## src/rtl/alu_seq_ctrl.sv

```systemverilog
// alu_seq_ctrl: multi-cycle control unit for the 8-bit CPU.
// Fetches byte-wide instructions from a synchronous program memory, keeps a
// 4 x 8-bit register file plus Z/C flags, and sequences an external 2-bit-op
// ALU. It also handles load-immediate and conditional jumps.
// Ports:
//   clk, rst          clock, synchronous active-high reset
//   start             pulse: leave IDLE/HALT and begin at RESET_PC
//   imem_addr/data    program memory address (= pc) / byte (1-cycle latency)
//   alu_a/b/op        operands reg[ir[3:2]], reg[ir[1:0]] and op (EXEC only)
//   alu_result/zero/carry  combinational ALU response
//   reg_sel/reg_rdata debug register read port
//   zero_flag, carry_flag, busy, halted  status
module alu_seq_ctrl #(
  parameter int unsigned PC_WIDTH = 8,
  parameter int unsigned RESET_PC = 0
) (
  input  logic                clk,
  input  logic                rst,
  input  logic                start,
  output logic [PC_WIDTH-1:0] imem_addr,
  input  logic [7:0]          imem_data,
  output logic [7:0]          alu_a,
  output logic [7:0]          alu_b,
  output logic [1:0]          alu_op,
  input  logic [7:0]          alu_result,
  input  logic                alu_zero,
  input  logic                alu_carry,
  input  logic [1:0]          reg_sel,
  output logic [7:0]          reg_rdata,
  output logic                zero_flag,
  output logic                carry_flag,
  output logic                busy,
  output logic                halted
);

  localparam logic [PC_WIDTH-1:0] PC_RST = PC_WIDTH'(RESET_PC);
  localparam logic [PC_WIDTH-1:0] PC_ONE = PC_WIDTH'(1);

  localparam logic [3:0] OP_ADD  = 4'h1;
  localparam logic [3:0] OP_OR   = 4'h4;
  localparam logic [3:0] OP_LDI  = 4'h5;
  localparam logic [3:0] OP_JMP  = 4'h6;
  localparam logic [3:0] OP_JZ   = 4'h7;
  localparam logic [3:0] OP_JC   = 4'h8;
  localparam logic [3:0] OP_HALT = 4'hF;

  typedef enum logic [2:0] {
    S_IDLE,
    S_FETCH,
    S_DECODE,
    S_IMM,
    S_IMM_LATCH,
    S_EXEC,
    S_HALT
  } state_t;

  state_t              state;
  logic [PC_WIDTH-1:0] pc;
  logic [7:0]          ir;
  logic [7:0]          regs [4];

  logic [3:0]          dec_op;
  logic [3:0]          ir_op;
  logic [1:0]          ir_rd;
  logic [PC_WIDTH-1:0] pc_inc;
  logic [PC_WIDTH-1:0] imm_pc;

  assign dec_op = imem_data[7:4];
  assign ir_op  = ir[7:4];
  assign ir_rd  = ir[3:2];
  assign pc_inc = pc + PC_ONE;
  assign imm_pc = PC_WIDTH'(imem_data);

  // Operands come straight from ir so they read the pre-write register value.
  assign imem_addr = pc;
  assign alu_a     = regs[ir[3:2]];
  assign alu_b     = regs[ir[1:0]];
  assign reg_rdata = regs[reg_sel];

  // Sequencer: state, pc, ir, register file, flags and status outputs.
  always_ff @(posedge clk) begin
    if (rst) begin
      state      <= S_IDLE;
      pc         <= PC_RST;
      ir         <= 8'h00;
      zero_flag  <= 1'b0;
      carry_flag <= 1'b0;
      busy       <= 1'b0;
      halted     <= 1'b0;
      alu_op     <= 2'b00;
      for (int i = 0; i < 4; i++) regs[i] <= 8'h00;
    end else begin
      alu_op <= 2'b00;
      case (state)
        S_IDLE: begin
          if (start) begin
            pc    <= PC_RST;
            busy  <= 1'b1;
            state <= S_FETCH;
          end
        end
        S_FETCH: state <= S_DECODE;
        S_DECODE: begin
          ir <= imem_data;
          if (dec_op >= OP_ADD && dec_op <= OP_OR) begin
            // Op is registered here so it is stable for the whole EXEC cycle.
            pc     <= pc_inc;
            alu_op <= 2'(dec_op - 4'd1);
            state  <= S_EXEC;
          end else if (dec_op >= OP_LDI && dec_op <= OP_JC) begin
            pc    <= pc_inc;
            state <= S_IMM;
          end else if (dec_op == OP_HALT) begin
            busy   <= 1'b0;
            halted <= 1'b1;
            state  <= S_HALT;
          end else begin
            pc    <= pc_inc;
            state <= S_FETCH;
          end
        end
        // Memory is reading the immediate address this cycle.
        S_IMM: state <= S_IMM_LATCH;
        S_IMM_LATCH: begin
          state <= S_FETCH;
          case (ir_op)
            OP_LDI: begin
              regs[ir_rd] <= imem_data;
              pc          <= pc_inc;
            end
            OP_JMP:  pc <= imm_pc;
            OP_JZ:   pc <= zero_flag  ? imm_pc : pc_inc;
            OP_JC:   pc <= carry_flag ? imm_pc : pc_inc;
            default: pc <= pc_inc;
          endcase
        end
        S_EXEC: begin
          regs[ir_rd] <= alu_result;
          zero_flag   <= alu_zero;
          carry_flag  <= alu_carry;
          state       <= S_FETCH;
        end
        S_HALT: begin
          if (start) begin
            pc     <= PC_RST;
            busy   <= 1'b1;
            halted <= 1'b0;
            state  <= S_FETCH;
          end
        end
        default: state <= S_IDLE;
      endcase
    end
  end

endmodule

```

## config.mk

```make
export PLATFORM = sky130hd
export DESIGN_NAME = alu_seq_ctrl
export DESIGN_NICKNAME = d
export VERILOG_FILES = /design/src/rtl/alu_seq_ctrl.sv
export SDC_FILE = /design/constraint.sdc
export NUM_CORES = 1
export LEC_CHECK = 0
export ABC_AREA = 1
export ABC_CLOCK_PERIOD_IN_PS = 3730
export BUFFER_PORTS_ARGS = -buffer_cell sky130_fd_sc_hd__clkbuf_2
export CORE_ASPECT_RATIO = 0.9
export CORE_MARGIN = 4
export CORE_UTILIZATION = 25
export DETAILED_ROUTE_END_ITERATION = 7
export GPL_ROUTABILITY_DRIVEN = 0
export GPL_TIMING_DRIVEN = 0
export MAX_ROUTING_LAYER = met4
export SLEW_MARGIN = 20
export SYNTH_ARGS = -nofsm -noshare
export SYNTH_HDL_FRONTEND = slang
export SYNTH_SLANG_ARGS = --single-unit
```

## constraint.sdc

```tcl
create_clock -name clk -period 3.73 [get_ports clk]
set_clock_uncertainty 0.15 [all_clocks]
set_input_delay 0.746 -clock clk [delete_from_list [all_inputs] [get_ports clk]]
set_output_delay 0.746 -clock clk [all_outputs]
set_load 0.02 [all_outputs]
```

=== After elaboration in Yosys (flattened, before gate mapping) ===
Memories as Yosys holds them, arrays and structs flattened. A register that Yosys moved wholly into a read port is not among the register bits.
Index checks and enable logic that the tools add are counted.

* Logic and storage cells: 88
* Latch bits: 0
* Memory bits (writable): 32
* Flip-flop bits (word level): 25
* Memory bits (read-only): 0
* Memories: 1
* Output and inout port bits: 38

* Div/mod/pow operators: 0
* Bitwise gates (word level): 3
* Add/subtract/negate cells: 2
* Mux-type cells: 40
* Equal/unequal tests: 17
* Reductions and logical operators: 13
* Magnitude comparators: 4
* Multipliers: 0
* Shifts and indexed selects: 0

{| class="wikitable"
|+ Memories
! memory !! depth !! bits a word !! rd ports !! clocked after Yosys merged registers in !! wr ports !! RTL line !! source
|-
| regs || 4 || 8 || 3 || 2 || 4 || 60 || <nowiki>logic [7:0] regs [4];</nowiki>
|}

{| class="wikitable"
|+ Operators with widths
! operator !! number
|-
| two-way mux 8 bit || 8
|-
| case mux 8 bit (3 select lines) || 2
|-
| two-way mux 1 bit || 18
|-
| case mux 3 bit (5 select lines) || 1
|-
| equality test 4 x 3 -> 1 bit, second input constant || 3
|-
| two-way mux 3 bit || 4
|-
| two-way mux 2 bit || 5
|-
| AND reduction 5 bit || 2
|-
| equality test 3 bit, second input constant || 3
|-
| adder 8 x 1 -> 8 bit, second input constant || 1
|-
| equality test 4 bit, second input constant || 2
|-
| inequality test 2 bit, second input constant || 4
|-
| OR reduction 8 bit || 1
|-
| equality test 3 x 2 -> 1 bit, second input constant || 2
|-
| greater-or-equal comparator 4 x 1 -> 1 bit, second input constant || 1
|-
| greater-or-equal comparator 4 x 3 -> 1 bit, second input constant || 1
|-
| less-or-equal comparator 4 x 3 -> 1 bit, second input constant || 1
|-
| less-or-equal comparator 4 bit, second input constant || 1
|-
| inequality test 4 bit, second input constant || 1
|-
| case mux 1 bit (2 select lines) || 2
|-
| nonzero test 2 bit || 2
|-
| OR reduction 2 bit || 2
|-
| equality test 3 x 1 -> 1 bit, second input constant || 1
|-
| zero test 3 bit || 1
|-
| 8 further kinds || 10
|}

=== Logic depth before layout (Yosys ltp) ===
Gate-level depths: netlist of the first run.

* Word-level depth: 8
* Mapped depth: 10

=== Worst setup path after synthesis of the first run ===
No wires, ideal clock.

* Path kind: input to output
* Start: input port reg_sel[0]
* End: output port reg_rdata[5]
* Cell stages on the path: 4
* Slack: 1.262 ns
* Arrival: 1.572 ns
* Path buffers: 1
* Path through: inv_1 -> clkbuf_1 -> o21ai_0 -> o22ai_1

* Word-level cells in the longest chain between the ends: 1

{| class="wikitable"
|+ Ends and longest elaborated chain
! element !! RTL line !! source
|-
| start: declaration || 28 || <nowiki>input logic [1:0] reg_sel,</nowiki>
|-
| memory read (4 x 8 bit) || n/a ||
|-
| end: declaration || 29 || <nowiki>output logic [7:0] reg_rdata,</nowiki>
|}

Every way passes these cells.

=== Final worst setup path of the first run ===
Same ends and word-level chain as after synthesis.

==> flow_metrics.env, run 1 <==
export IMPL_yosysTopAreaCellShare=0.2786
export IMPL_cp_end_kind="output pin"
export IMPL_ant_nets=0
export IMPL_cts_tree="done"
export IMPL_overflow=0
export IMPL_cts_hold_buf=0
export IMPL_die_area_sq_um=15740
export IMPL_core_sq_um=13410
export IMPL_clkSinkCount=61
export IMPL_ys_types=30
export IMPL_final_cell_mix="nor2_1, nand2_1, o21ai_0"
export IMPL_drtIter0Drc=314
export IMPL_syn_area_per_cell_sq_um=7.278
export IMPL_layout_drive_gt1_share=0.1636
export IMPL_status="completed"
export IMPL_tightest_slew_ps=507.2
export IMPL_grt_pass1_vias=3340
export IMPL_grt_max_degree=13
export IMPL_leakage_nw=1.863
export IMPL_clock_tree_buffer_depth=2
export IMPL_drv_slew=0
export IMPL_cp_arrival_ps=1890
export IMPL_die_x_um=131.8
export IMPL_min_period_ps=2790
export IMPL_ys_seq_elements=61
export IMPL_synth_edf_count=32
export IMPL_async_reset_ff_frac=0
export IMPL_required_ps=2830
export IMPL_num_io_pins=61
export IMPL_syn_to_final_growth_pct=24.16
export IMPL_grt_pass1_wl_mm=16.80
export IMPL_hold_viol=0
export IMPL_rsz0062_at_grt="no"
export IMPL_cts_resized=0
export IMPL_synth_area_leaders="edfxtp_1, dfxtp_1, nor2_1"
export IMPL_insertion_delay_ps=320
export IMPL_cts_buffers=9
export IMPL_finalCritPeriodShare=0.7480
export IMPL_place_ws_ps=963.7
export IMPL_hp_class="register to register"
export IMPL_tns_ps=0
export IMPL_htreeDepth=3
export IMPL_clk_pin_slew_worst_paths_ps=50
export IMPL_yosys_area_top_type="edfxtp_1"
export IMPL_critical_path_class="input pin to output pin"
export IMPL_cap_violations=0
export IMPL_dieHeight_um=119.4
export IMPL_routed_via_density=4.826
export IMPL_regToRegSetupSlack_ps=1470
export IMPL_final_common_cell="nor2_1"
export IMPL_grt_usage=0.1333
export IMPL_cp_start_kind="input pin"
export IMPL_drt_wirelength_per_cell_um=13.99
export IMPL_synth_yosys_seq_area_share=0.4469
export IMPL_portBuffers=60
export IMPL_antenna_cells=0
export IMPL_fin_nets=572
export IMPL_layout_setup_ws_ps=940.0
export IMPL_cts_root_buf="clkbuf_16"
export IMPL_start_util=0.2572
export IMPL_yosys_warnings=0
export IMPL_via_count=3465
export IMPL_wl_mm=10.05
export IMPL_finalSetupViolCount=0
export IMPL_powerDensity_nw_per_um2=554.8
export IMPL_drc=0
export IMPL_synthCells=474
export IMPL_synth_nets=501
export IMPL_syn_cell_area_sq_um=3450
export IMPL_cts_setup_buffers=0
export IMPL_fmax_mhz=358.4
export IMPL_synthFlopType="edfxtp_1"
export IMPL_antenna_found_initial=0
export IMPL_first_pass_iters=5
export IMPL_slew_headroom=0.6619
export IMPL_hpwl_mm=7.951
export IMPL_rows=40
export IMPL_ir_worst_vdd_mv=0.2287
export IMPL_critPathMaxFanout=10
export IMPL_hold_ws_ps=316.9
Yosys cell counts, types with 2 or more instances:
cell	number
inv_1	48
nor3_1	4
nand3_2	2
nand2_1	83
edfxtp_1	32
buf_6	3
clkbuf_1	10
o21ai_1	2
nand3_1	19
dfxtp_1	29
nor2_2	2
o22ai_1	24
ha_1	4
nor2_1	106
o21ai_0	72
a21oi_1	20
registers in the layout, summed over array words and instances (netlist names), named ones only:
register and flops:
regs 32, imem_addr 8, ir 8, state 3, alu_op 2, busy 1, carry_flag 1, halted 1
zero_flag 1
worst max-delay path: stages:
cell and delay, ps:
clkbuf_2 130, inv_1 160, clkbuf_1 350, o21ai_0 150, o22ai_1 150, clkbuf_2 200
area by class of cell:
cell class              count  area, sq um
fillers                  1417         9130
repair buffers             60        300.3
well taps                 168        210.2
clock buffers               9        225.2
multi-input cells         350         1649
clock inverters             7        97.59
inverters                  49        183.9
plain buffers              14        75.07
flip-flops and latches     61         1541
cell families (layout without fill, tap and decap cells):
group                      Yosys count  after routing  synth area share
buffers and inverters               63            139           0.07508
AOI/OAI and AO/OA                  121            121            0.1868
adders and majority gates            4              4           0.01451
xor gates and xnor gates             2              2          0.005079
DFF                                 61             61            0.4469
and+or+nand+nor                    223            223            0.2717
metrics by stage:
stage / instance area, sq um / power [W] / util / instances
6_report: 4283 / 0.002376 / 0.3193 / 718
5_1_grt: 4283 / 0.002530 / 0.3193 / 718
4_1_cts: 4283 / 0.002387 / 0.3193 / 718
3_5_place_dp: 3960 / 0.001495 / 0.2952 / 702
3_3_place_gp: 3960 / 0.001476 / 0.2952 / 702
2_1_floorplan: 3450 / 0.001285 / - / 474
path summary, 6_finish.rpt:
kind | from | end | cells past startpoint
setup / recovery | reg_sel[0] | reg_rdata[5] | 6
hold / removal | busy$_SDFFE_PP0P_ | busy$_SDFFE_PP0P_ | 1
setup reg to reg | state[1]$_SDFFE_PP0N_ | regs[0][4]$_SDFFCE_PN0P_ | 7
hold reg to reg | busy$_SDFFE_PP0P_ | busy$_SDFFE_PP0P_ | 1
power by group:
part	switching [W]	internal, W	total (W)
clock	0.000300	0.000587	0.000887
sequential	0.0000863	0.000776	0.000862
combinational	0.000424	0.000203	0.000627
per-layer routing:
layer / global-route usage / share of wire
met1: 0.1774 / 0.47
met2: 0.2026 / 0.44
met3: 0.03674 / 0.078
met4: 0.03150 / 0.0098
met5: - / 0
Power figures use the tool's default switching activity.
==> inputs of run 2 (changes only) <==
ABC_AREA = 0   (was 1)
ABC_CLOCK_PERIOD_IN_PS = 2400   (was 3730)
clock period = 2.4 ns   (was 3.73 ns; I/O delays follow)
==> flow_metrics.env, run 2 <==
export IMPL_rsz0062_at_grt="no"
export IMPL_cp_end_kind="register"
export IMPL_layout_drive_gt1_share=0.3593
export IMPL_synthCells=290
export IMPL_cap_violations=0
export IMPL_synth_yosys_seq_area_share=0.4555
export IMPL_insertion_delay_ps=330
export IMPL_finalCritPeriodShare=0.9415
export IMPL_fin_nets=382
export IMPL_hold_viol=0
export IMPL_powerDensity_nw_per_um2=673.3
export IMPL_syn_cell_area_sq_um=3384
export IMPL_largest_reg_flops=32
export IMPL_cp_arrival_ps=2130
export IMPL_place_ws_ps=-208.1
export IMPL_clkSinkCount=61
export IMPL_drc=0
export IMPL_power_w=0.002804
export IMPL_routed_via_density=4.816
export IMPL_fin_cells=527
export IMPL_p_int_w=0.002085
export IMPL_yosys_warnings=0
export IMPL_clock_tree_buffer_depth=2
export IMPL_final_common_cell="clkbuf_2"
export IMPL_grt_max_degree=11
export IMPL_final_cell_mix="clkbuf_2, nor2_1, edfxtp_1"
export IMPL_cts_buffers=9
export IMPL_slew_headroom=0.5382
export IMPL_antenna_found_initial=0
export IMPL_swShare=0.2562
export IMPL_wl_mm=8.583
export IMPL_die_area_sq_um=15470
export IMPL_synth_area_leaders="edfxtp_1, dfxtp_1, mux4_2"
export IMPL_cts_tree="done"
export IMPL_dieHeight_um=118.4
export IMPL_tightest_slew_ps=688.1
export IMPL_synthFlopType="edfxtp_1"
export IMPL_finalSetupViolCount=0
export IMPL_critical_path_class="register to register"
export IMPL_via_count=2538
export IMPL_sequentialPowerShare=0.427
export IMPL_regMostFlops="regs"
export IMPL_hpwl_mm=6.638
export IMPL_core_sq_um=13310
export IMPL_syn_area_per_cell_sq_um=11.67
export IMPL_fmax_mhz=442.6
export IMPL_async_reset_ff_frac=0
export IMPL_portBuffers=56
export IMPL_leakage_nw=1.611
export IMPL_clk_pin_slew_worst_paths_ps=50
export IMPL_grt_pass1_vias=2575
export IMPL_ant_nets=0
export IMPL_yosys_area_top_type="edfxtp_1"
export IMPL_synth_nets=317
export IMPL_htreeDepth=3
export IMPL_antenna_cells=0
export IMPL_grt_pass1_wl_mm=13.83
export IMPL_drtIter0Drc=162
export IMPL_yosys_cell_count_top_type="nor2_1"
export IMPL_drt_wirelength_per_cell_um=16.29
export IMPL_first_pass_iters=4
export IMPL_overflow=0
export IMPL_status="completed"
export IMPL_ys_types=55
export IMPL_p_sw_w=0.0007181
export IMPL_cts_root_buf="clkbuf_16"
export IMPL_num_io_pins=61
export IMPL_min_period_ps=2260
export IMPL_synthTopCellsByCount="nor2_1, edfxtp_1, dfxtp_1, mux4_2, mux2i_1"
export IMPL_layout_setup_ws_ps=140.4
export IMPL_pwr_share_comb=0.136
export IMPL_yosysTopAreaCellShare=0.2839
export IMPL_grt_usage=0.1187
export IMPL_ir_worst_vdd_mv=0.2994
export IMPL_dp_cells=514
export IMPL_cp_start_kind="register"
export IMPL_drv_slew=0
export IMPL_critPathMaxFanout=10
export IMPL_ys_seq_elements=61
export IMPL_rows=40
export IMPL_syn_to_final_growth_pct=23.03
export IMPL_synth_edf_count=32
export IMPL_hp_class="input pin to register"
export IMPL_clockPowerShare=0.437
export IMPL_start_util=0.2542
export IMPL_required_ps=2270
export IMPL_die_x_um=130.6
run 2: changes by cell type after synthesis, moves of 4 or more:
cell     delta
nand3_1    -13
buf_2       +4
o21ai_0    -58
o22ai_1    -24
mux4_2     +24
mux2i_1    +19
a21oi_1    -14
nor2_1     -59
inv_1      -43
nor2_2      +6
nand2_1    -67
run 2: power groups by stage:
stage	logic, W	clock network (W)	registers, W
4_1_cts	0.000384	0.00125	0.00120
3_3_place_gp	0.000382	0	0.00121
5_1_grt	0.000419	0.00130	0.00120
6_report	0.000382	0.00123	0.00120
3_5_place_dp	0.000389	0	0.00121
2_1_floorplan	0.000258	0	0.00121
run 2: kinds of logic (layout without fill, tap and decap cells):
logic type,after synthesis,count (layout),synth area share
buffers and inverters,26,95,0.03808
adder cells (fa/ha/maj),4,4,0.01479
multiplexers,44,44,0.2192
flip-flops,61,61,0.4555
XOR/XNOR,5,5,0.01294
AO/OA/AOI/OAI,44,44,0.09612
AND/OR/NAND/NOR,106,106,0.1634
run 2: area by class of cell:
cell class / instances / area [sq um]
plain buffers: 18 / 100.1
clock buffers: 9 / 225.2
clock inverters: 6 / 55.05
fillers: 1379 / 9149
inverters: 6 / 22.52
multi-input cells: 203 / 1727
flip-flops and latches: 61 / 1544
well taps: 168 / 210.2
repair buffers: 56 / 280.3
run 2: through the flow:
step                  util  setup TNS [ps]  area (sq um)  hold slack [ps]
floorplan                -               0          3385            313.5
global placement    0.2911           -1903          3875            333.6
detailed placement  0.2911           -2322          3875            346.4
CTS                 0.3119               0          4153            250.3
global route        0.3128               0          4164            258.9
finish              0.3128               0          4164            249.5
run 2: routing by layer:
metal	part of all wire	global-route usage	up-vias
li1	-	-	1212
met1	0.45	0.1517	1224
met2	0.47	0.1751	85
met3	0.056	0.03389	17
met4	0.022	0.05077	0
met5	0	-	-
run 2: critical path: stages, from the launching register on:
cell	delay, ps
dfxtp_1	340
buf_6	150
nand3b_4	160
nor2_8	250
a31oi_4	60
buf_6	160
or3_1	320
buf_6	160
nand2_2	190
run 2: final timing paths:
| kind | from | end | slack [ps] | cells after the start |
|---|---|---|---|---|
| max | state[2]$_SDFFE_PP0N_ | regs[0][2]$_SDFFCE_PN0P_ | 140 | 8 |
| min | alu_carry | carry_flag$_SDFFE_PP0N_ | 250 | 3 |
| max reg2reg | state[2]$_SDFFE_PP0N_ | regs[0][2]$_SDFFCE_PN0P_ | 140 | 8 |
| min reg2reg | ir[0]$_SDFFE_PP0P_ | ir[0]$_SDFFE_PP0P_ | 360 | 2 |
run 2: what timing repair did:
item	4_1_cts	5_1_grt
setup buffers	0	0
endpoints found under the setup margin	32	24
gates resized for setup	4	5
hold buffers	0	0
==> inputs of run 3 (changes only) <==
CORE_UTILIZATION = 50   (was 25)
PLACE_DENSITY = 0.76   (was unset)
==> flow_metrics.env, run 3 (synthesized netlist as in run 2, its figures left out) <==
export IMPL_status="completed"
export IMPL_wl_mm=7.796
export IMPL_finalSetupViolCount=0
export IMPL_critPathMaxFanout=10
export IMPL_regToRegSetupSlack_ps=140
export IMPL_drtIter0Drc=180
export IMPL_critical_path_class="register to register"
export IMPL_largest_reg_flops=32
export IMPL_num_fill_cells=560
export IMPL_r2r_start="state[2]$_SDFFE_PP0N_"
export IMPL_cts_setup_buffers=0
export IMPL_core_sq_um=6586
export IMPL_grt_usage=0.2133
export IMPL_tightest_slew_ps=779.2
export IMPL_place_ws_ps=-110.2
export IMPL_htreeDepth=3
export IMPL_clkSinkCount=61
export IMPL_overflow=0
export IMPL_r2r_end="regs[3][3]$_DFFE_PP_"
export IMPL_powerDensity_nw_per_um2=663.1
export IMPL_fmax_mhz=442.5
export IMPL_insertion_delay_ps=340
export IMPL_critPathLaunch="state[2]$_SDFFE_PP0N_"
export IMPL_drt_wirelength_per_cell_um=17.32
export IMPL_required_ps=2220
export IMPL_start_util=0.5139
export IMPL_portBuffers=56
export IMPL_dieHeight_um=86.05
export IMPL_antenna_cells=0
export IMPL_cp_end_kind="register"
export IMPL_cap_violations=0
export IMPL_finalCritPeriodShare=0.9415
export IMPL_regMostFlops="regs"
export IMPL_final_cell_mix="clkbuf_2, nor2_1, edfxtp_1"
export IMPL_num_io_pins=61
export IMPL_cts_buffers=9
export IMPL_slew_headroom=0.4770
export IMPL_grt_max_degree=12
export IMPL_routed_via_density=5.622
export IMPL_die_x_um=94.73
export IMPL_layout_drive_gt1_share=0.3639
export IMPL_layout_setup_ws_ps=140.3
export IMPL_first_pass_iters=4
export IMPL_min_period_ps=2260
export IMPL_leakage_nw=1.590
export IMPL_cp_arrival_ps=2080
export IMPL_drc=0
export IMPL_cts_tree="done"
export IMPL_via_count=2530
export IMPL_grt_pass1_vias=2552
export IMPL_final_common_cell="clkbuf_2"
export IMPL_cts_hold_buf=0
export IMPL_die_area_sq_um=8151
export IMPL_syn_to_final_growth_pct=18.78
export IMPL_crit_path_end="regs[3][3]$_DFFE_PP_"
export IMPL_drv_slew=0
export IMPL_rows=28
export IMPL_cts_root_buf="clkbuf_8"
export IMPL_r2r_cells=6
export IMPL_grt_pass1_wl_mm=12.80
export IMPL_fin_nets=382
export IMPL_ant_nets=0
export IMPL_clk_pin_slew_worst_paths_ps=70
export IMPL_ir_worst_vdd_mv=0.3464
export IMPL_rsz0062_at_grt="no"
export IMPL_cp_start_kind="register"
export IMPL_hp_class="input pin to register"
export IMPL_clock_tree_buffer_depth=2
export IMPL_hold_viol=0
export IMPL_antenna_found_initial=0
export IMPL_final_util=0.6104
export IMPL_hpwl_mm=5.780
-- run 3: cell count changes in the layout (fill, tap and decap cells not counted) --
| cell | change |
|---|---|
| clkbuf_16 | -9 |
| clkbuf_8 | +9 |
| bufinv_16 | +2 |
| clkinv_1 | -2 |
| clkbuf_1 | +1 |
| clkinv_2 | -1 |
| clkinv_4 | +1 |
| nand2_2 | +1 |
| nand2_4 | -1 |
-- run 3: layer usage --
layer / vias up / routed length [um] / GRT usage
met4: 0 / 124 / 0.07208
met1: 1191 / 3242 / 0.2514
met3: 15 / 480 / 0.05439
met2: 108 / 3948 / 0.3553
li1: 1216 / - / -
met5: - / 0 / -
-- run 3: how the worst min path moves through the flow --
stage                             from  slack (ps)  cells after the start                endpoint
CTS                           alu_zero         220                      3  zero_flag$_SDFFE_PP0N_
floorplan           ir[0]$_SDFFE_PP0P_         310                      2                register
finish                        alu_zero         240                      3  zero_flag$_SDFFE_PP0N_
detailed placement  ir[1]$_SDFFE_PP0P_         350                      2                register
global placement    ir[1]$_SDFFE_PP0P_         330                      2      ir[1]$_SDFFE_PP0P_
global route                  alu_zero         250                      3  zero_flag$_SDFFE_PP0N_
-- run 3: stage by stage --
step	power (W)	instances	TNS [ps]	instance area (sq um)	hold WS [ps]
4_1_cts	0.002689	450	0	4018	215.8
3_5_place_dp	0.001590	436	-1498	3777	350.7
2_1_floorplan	0.001468	290	0	3385	313.5
6_report	0.002666	450	0	4020	239.9
5_1_grt	0.002770	450	0	4020	252.3
3_3_place_gp	0.001580	436	-3482	3777	331.6
-- run 3: critical path: stages (launching register included) --
cell and delay (ps):
dfxtp_1 350, buf_6 150, nand3b_4 140, nor2_8 240, a31oi_4 70, buf_6 170, o21ai_1 630
-- run 3: area by class of cell --
class	instances	area (sq um)	area share
multi-input cells	203	1722	0.4283
flip-flops and latches	61	1544	0.3841
repair buffers	56	280.3	0.06972
clock buffers	10	127.6	0.03175
well taps	90	112.6	0.02801
clock inverters	6	111.4	0.02770
plain buffers	18	100.1	0.02490
inverters	6	22.52	0.005602
-- run 3: where the power goes --
group	switching [W]	internal [W]	total, W	leakage [nW]
logic	0.000221	0.000157	0.000378	0.906
clock network	0.000407	0.000690	0.00110	0.116
registers	0.0000496	0.00114	0.00119	0.568
-- run 3: what timing repair did --
action,CTS,global route
gates cloned,0,0
gates resized for setup,5,1
pin swaps,0,0
endpoints found under the setup margin,40,8
